### src/rtl/mdac_pkg.sv
// Shared definitions for the MDAC button front-end: FSM state encoding and
// default sizing for the button path.
package mdac_pkg;

  localparam int BTN_COUNT        = 4;
  localparam int DEBOUNCE_DEFAULT = 4;

  typedef enum logic [1:0] {
    IDLE     = 2'd0,
    DEB      = 2'd1,
    ISSUE    = 2'd2,
    WAIT_REL = 2'd3
  } state_e;

endpackage

### src/rtl/mdac_sync.sv
// Multi-bit two-flop synchroniser for the raw button pins.
// Each bit is synchronised on its own; no bus coherency is implied.
module mdac_sync #(
  parameter int WIDTH = 4
) (
  input  logic             clk,
  input  logic             rst_n,
  input  logic [WIDTH-1:0] async_i,
  output logic [WIDTH-1:0] sync_o
);

  logic [WIDTH-1:0] meta_q;
  logic [WIDTH-1:0] sync_q;

  always_ff @(posedge clk or negedge rst_n) begin
    if (!rst_n) begin
      meta_q <= '0;
      sync_q <= '0;
    end else begin
      meta_q <= async_i;
      sync_q <= meta_q;
    end
  end

  assign sync_o = sync_q;

endmodule

### src/rtl/mdac_btn_ctrl.sv
// MDAC button sequencer: synchronise, debounce, issue one command per press
// over valid/ready, then lock out until all buttons stay released.
module mdac_btn_ctrl
  import mdac_pkg::*;
#(
  parameter int N_BTN           = BTN_COUNT,
  parameter int DEBOUNCE_CYCLES = DEBOUNCE_DEFAULT,
  localparam int ID_W  = (N_BTN > 1) ? $clog2(N_BTN) : 1,
  localparam int CNT_W = $clog2(DEBOUNCE_CYCLES) + 1
) (
  input  logic             clk,
  input  logic             rst_n,
  input  logic [N_BTN-1:0] btn_raw,
  input  logic             cmd_ready,
  output logic [N_BTN-1:0] btn_q,
  output logic             invalid,
  output logic             cmd_valid,
  output logic [ID_W-1:0]  cmd_id,
  output logic             err_pulse,
  output logic             busy
);

  localparam logic [CNT_W-1:0] CNT_LAST = CNT_W'(DEBOUNCE_CYCLES - 1);

  state_e           state_q, state_d;
  logic [CNT_W-1:0] cnt_q, cnt_d;
  logic [N_BTN-1:0] sample_q, sample_d;
  logic [N_BTN-1:0] btn_vec_q, btn_vec_d;
  logic             invalid_q, invalid_d;
  logic [ID_W-1:0]  cmd_id_q, cmd_id_d;
  logic             err_q, err_d;
  logic             busy_q, busy_d;
  logic [N_BTN-1:0] btn_s;

  function automatic logic [CNT_W-1:0] sat_inc(input logic [CNT_W-1:0] v);
    return (v == {CNT_W{1'b1}}) ? v : v + 1'b1;
  endfunction

  function automatic logic is_one_hot(input logic [N_BTN-1:0] v);
    return $countones(v) == 1;
  endfunction

  function automatic logic [ID_W-1:0] encode(input logic [N_BTN-1:0] v);
    logic [ID_W-1:0] idx;
    idx = '0;
    for (int i = 0; i < N_BTN; i++) begin
      if (v[i]) idx = ID_W'(i);
    end
    return idx;
  endfunction

  mdac_sync #(.WIDTH(N_BTN)) u_sync (
    .clk     (clk),
    .rst_n   (rst_n),
    .async_i (btn_raw),
    .sync_o  (btn_s)
  );

  always_ff @(posedge clk or negedge rst_n) begin
    if (!rst_n) begin
      state_q   <= IDLE;
      cnt_q     <= '0;
      sample_q  <= '0;
      btn_vec_q <= '0;
      invalid_q <= 1'b0;
      cmd_id_q  <= '0;
      err_q     <= 1'b0;
      busy_q    <= 1'b0;
    end else begin
      state_q   <= state_d;
      cnt_q     <= cnt_d;
      sample_q  <= sample_d;
      btn_vec_q <= btn_vec_d;
      invalid_q <= invalid_d;
      cmd_id_q  <= cmd_id_d;
      err_q     <= err_d;
      busy_q    <= busy_d;
    end
  end

  // The release counter restarts on every entry to WAIT_REL so the lockout
  // always spans a full debounce window of released buttons.
  always_comb begin
    state_d   = state_q;
    cnt_d     = cnt_q;
    sample_d  = sample_q;
    btn_vec_d = btn_vec_q;
    invalid_d = invalid_q;
    cmd_id_d  = cmd_id_q;
    err_d     = 1'b0;
    unique case (state_q)
      IDLE: begin
        if (btn_s != '0) begin
          state_d  = DEB;
          sample_d = btn_s;
          cnt_d    = '0;
        end
      end
      DEB: begin
        if (btn_s != sample_q) begin
          state_d = IDLE;
        end else if (cnt_q == CNT_LAST) begin
          btn_vec_d = sample_q;
          cnt_d     = '0;
          if (is_one_hot(sample_q)) begin
            state_d   = ISSUE;
            invalid_d = 1'b0;
            cmd_id_d  = encode(sample_q);
          end else begin
            state_d   = WAIT_REL;
            invalid_d = 1'b1;
            err_d     = 1'b1;
          end
        end else begin
          cnt_d = sat_inc(cnt_q);
        end
      end
      ISSUE: begin
        if (cmd_ready) begin
          state_d = WAIT_REL;
          cnt_d   = '0;
        end
      end
      WAIT_REL: begin
        if (btn_s != '0) begin
          cnt_d = '0;
        end else if (cnt_q == CNT_LAST) begin
          state_d   = IDLE;
          btn_vec_d = '0;
          invalid_d = 1'b0;
          cnt_d     = '0;
        end else begin
          cnt_d = sat_inc(cnt_q);
        end
      end
      default: state_d = IDLE;
    endcase
    busy_d = (state_d != IDLE);
  end

  always_comb begin
    cmd_valid = (state_q == ISSUE);
    btn_q     = btn_vec_q;
    invalid   = invalid_q;
    cmd_id    = cmd_id_q;
    err_pulse = err_q;
    busy      = busy_q;
  end

endmodule
### config.mk
export PLATFORM = sky130hd
export DESIGN_NAME = mdac_btn_ctrl
export DESIGN_NICKNAME = d
export VERILOG_FILES = /design/src/rtl/mdac_pkg.sv /design/src/rtl/mdac_sync.sv /design/src/rtl/mdac_btn_ctrl.sv
export SDC_FILE = /design/constraint.sdc
export NUM_CORES = 1
export LEC_CHECK = 0
export BUFFER_PORTS_ARGS = -buffer_cell sky130_fd_sc_hd__buf_4
export CELL_PAD_IN_SITES_DETAIL_PLACEMENT = 0
export CELL_PAD_IN_SITES_GLOBAL_PLACEMENT = 1
export CORE_MARGIN = 10
export CORE_UTILIZATION = 43
export CTS_CLUSTER_DIAMETER = 30
export CTS_CLUSTER_SIZE = 28
export DETAILED_ROUTE_END_ITERATION = 10
export HOLD_SLACK_MARGIN = 0.15
export PLACE_DENSITY = 0.86
export SLEW_MARGIN = 20
export SYNTH_ARGS = -nofsm -noshare
export SYNTH_HDL_FRONTEND = slang
export SYNTH_HIERARCHICAL = 1
export SYNTH_SLANG_ARGS = --single-unit
### constraint.sdc
create_clock -name clk -period 4.55 [get_ports clk]
set_input_delay 0.6825 -clock clk [delete_from_list [all_inputs] [get_ports clk]]
set_output_delay 0.6825 -clock clk [all_outputs]
set_load 0.05 [all_outputs]
==> results.yml <==
timing:
  rsz0062_at_grt: "no"
  skew_ps: 4.802
  hold_ws_ps: 238.4
  hold_viol: 0
  period_needed_ps: 2593
  drv_slew: 0
  slew_headroom_pct: 69.35
  worst_pin_slew_ps: 458.7
  max_freq_ghz: 0.3857
  min_period_over_period_pct: 56.99
  setup_violations: 0
  setup_tns_ps: 0
logic_synthesis:
  yosysWarnings: 6
  async_flop_share_pct: 100.0
  synthTopCellsByArea: "dfrtp_1, mux2i_1, nand2_1"
  synth_top_cells_by_count: "dfrtp_1, nand2_1, inv_1"
  ys_seq_area_share_pct: 55.26
  yosysMostFrequentCell: "dfrtp_1"
  synth_top_area_share_pct: 55.26
  ys.flop_type: "dfrtp_1"
  syn_area_um2: 1177
  synth_cells: 101
  synth_cell_types: 31
  synth.ff_latch_count: 26
  synth-edff-count: 0
  avgSynthCellArea_um2: 11.66
  syn_nets: 112
  synth_area_leader_cell: "dfrtp_1"
die:
  core-area_um2: 2545
  fp.dieW_um: 72.33
  die_h_um: 72.33
  die-area_um2: 5231
  row_count: 18
  ioPinCount: 17
  start_util_pct: 46.26
drt:
  route.met3.wl_um: 115
  routedWlPerCell_um: 14.70
  drtPass1Iterations: 4
  ant_nets: 0
  num_vias: 781
  wl_met2_um: 1002
  vias_per_cell: 5.242
  routed.top_layer: "met4"
  met1_length_um: 1045
  drc: 0
  wl_um: 2191
  first_iter_violations: 63
global_route:
  grt_antenna_before_repair: 0
  grt_pass1_vias: 812
  grt_pass1_wl_um: 3767
  grt_max_degree: 27
  grt_use_total_pct: 8.959
  overflow: 0
final_layout:
  finalNetCount: 131
  multiInputGateArea_um2: 483.0
  n_fill_cell: 226
  n_antenna_cell: 0
  drive_above_1_share_pct: 22.69
  areaGrowthSynthToFinish_pct: 17.00
  seq_area_um2: 650.6
clock_network:
  htree_num_levels: 1
  hold_buffers: 0
  tritoncts: "built"
  clk_latency_ps: 310
  cts.repair.resized: 0
  numCtsBuffers: 3
  cts_sinks: 26
  max-clock-path-buffers: 2
  cts_root_buf: "clkbuf_4"
  clk_pin_slew_worst_paths_ps: 140
  cts_setup_buffers: 0
run_status:
  status: "finished clean"
worst_setup_path:
  crit_path_end_kind: "flop"
  critPathArrivalTime_ps: 2810
  cp_max_fo: 4
  cp-start-kind: "flop"
  worstPathRequired_ps: 4770
  path_class: "reg2reg"
pwr:
  switching_share_pct: 35.83
  p_seq_share_pct: 42.8
  p_leak_uw: 0.0007056
  power.share.clock_pct: 21.7
  p_int_uw: 457.3
  comb_power_share_pct: 35.6
  vdd_drop_max_mv: 0.3647
  p_sw_uw: 255.4
  power_density_nw_per_um2: 517.4
place:
  portBuffers: 16
  dp_hpwl_um: 1711
  place_congestion: 0.8275
worst_hold_path:
  hold_path.class: "in2async"
run:
  cap_violations: 0
==> registers in the layout, indices dropped and copies added (netlist names) <==
name and count:
btn_q 4, sample_q 4, u_sync/meta_q 4, u_sync/sync_o 4
cnt_q 3, cmd_id 2, state_q 2, busy 1
err_pulse 1, invalid 1
==> routing by layer <==
layer	vias up	track usage [%]
met5	-	0
met4	0	3.871
met3	4	2.993
met2	14	13.41
met1	382	11.41
li1	381	-
==> critical path: stages, from the launching register on <==
cell,delay [ps]
dfrtp_1,380
inv_1,90
fa_1,540
inv_1,40
ha_1,180
ha_1,280
nor3b_1,420
nand3_1,210
mux2_1,350
==> metrics by stage <==
step	util, %	total power (µW)	area (µm²)	setup slack [ps]	cells
after global routing	54.13	775.0	1378	1715	149
after detailed placement	52.06	560.5	1325	1982	145
after CTS	54.13	721.3	1378	1916	149
after global placement	52.06	541.9	1325	2110	145
final	54.13	712.7	1378	1957	149
after floorplan	-	489.8	1177	2226	101
==> logic make-up (layout without fill, tap and decap cells) <==
| family | after synthesis | in the layout | share of synthesized area [%] |
|---|---|---|---|
| XOR/XNOR | 4 | 4 | 2.975 |
| adder cells (fa/ha/maj) | 4 | 4 | 4.889 |
| flip-flops | 26 | 26 | 55.26 |
| AO/OA/AOI/OAI | 15 | 15 | 9.246 |
| multiplexers | 8 | 8 | 7.014 |
| AND/OR/NAND/NOR | 33 | 33 | 16.90 |
| buffers and inverters | 11 | 29 | 3.719 |
==> final timing paths <==
path | from | to | slack (ps) | depth (start not counted)
max | sample_q[0]$_DFFE_PN0P_ | cmd_id[0]$_DFFE_PN0P_ | 1960 | 8
min | rst_n | btn_q[1]$_DFFE_PN0P_ | 240 | 1
max reg2reg | sample_q[0]$_DFFE_PN0P_ | cmd_id[0]$_DFFE_PN0P_ | 1960 | 8
min reg2reg | u_sync/meta_q[1]$_DFF_PN0_ | u_sync/sync_o[1]$_DFF_PN0_ | 370 | 0
max in group asynchronous | rst_n | cnt_q[0]$_DFFE_PN0P_ | 4070 | 1
min in group clk | u_sync/meta_q[1]$_DFF_PN0_ | u_sync/sync_o[1]$_DFF_PN0_ | 370 | 0
==> cell type report <==
type | count | share of cell area [%]
sequential | 26 | 47.23
multi-input combinational | 64 | 35.06
timing repair buffer | 16 | 8.719
tap | 30 | 2.725
inverter | 9 | 2.452
clock inverter | 1 | 2.180
clock buffer | 3 | 1.635
==> placed cells by master (no fill, tap or decap), types with 2 or more instances in the layout <==
cell       n
nand3b_1   2
a22o_1     2
xnor2_1    4
o21ai_0    4
nand2_1   12
a21oi_2    2
and3b_1    2
inv_1      9
o21ai_1    3
mux2i_1    6
buf_4     16
clkbuf_4   3
nand3_1    2
nor2_1     5
ha_1       3
dfrtp_1   26
mux2_1     2
==> power by group through the flow <==
stage | clock network, µW | registers [µW] | logic [µW]
6_report | 154 | 305 | 253
3_3_place_gp | 0 | 308 | 234
3_5_place_dp | 0 | 310 | 251
4_1_cts | 160 | 305 | 256
5_1_grt | 172 | 311 | 292
2_1_floorplan | 0 | 310 | 179
No activity file was read; power rests on OpenSTA's default activity.
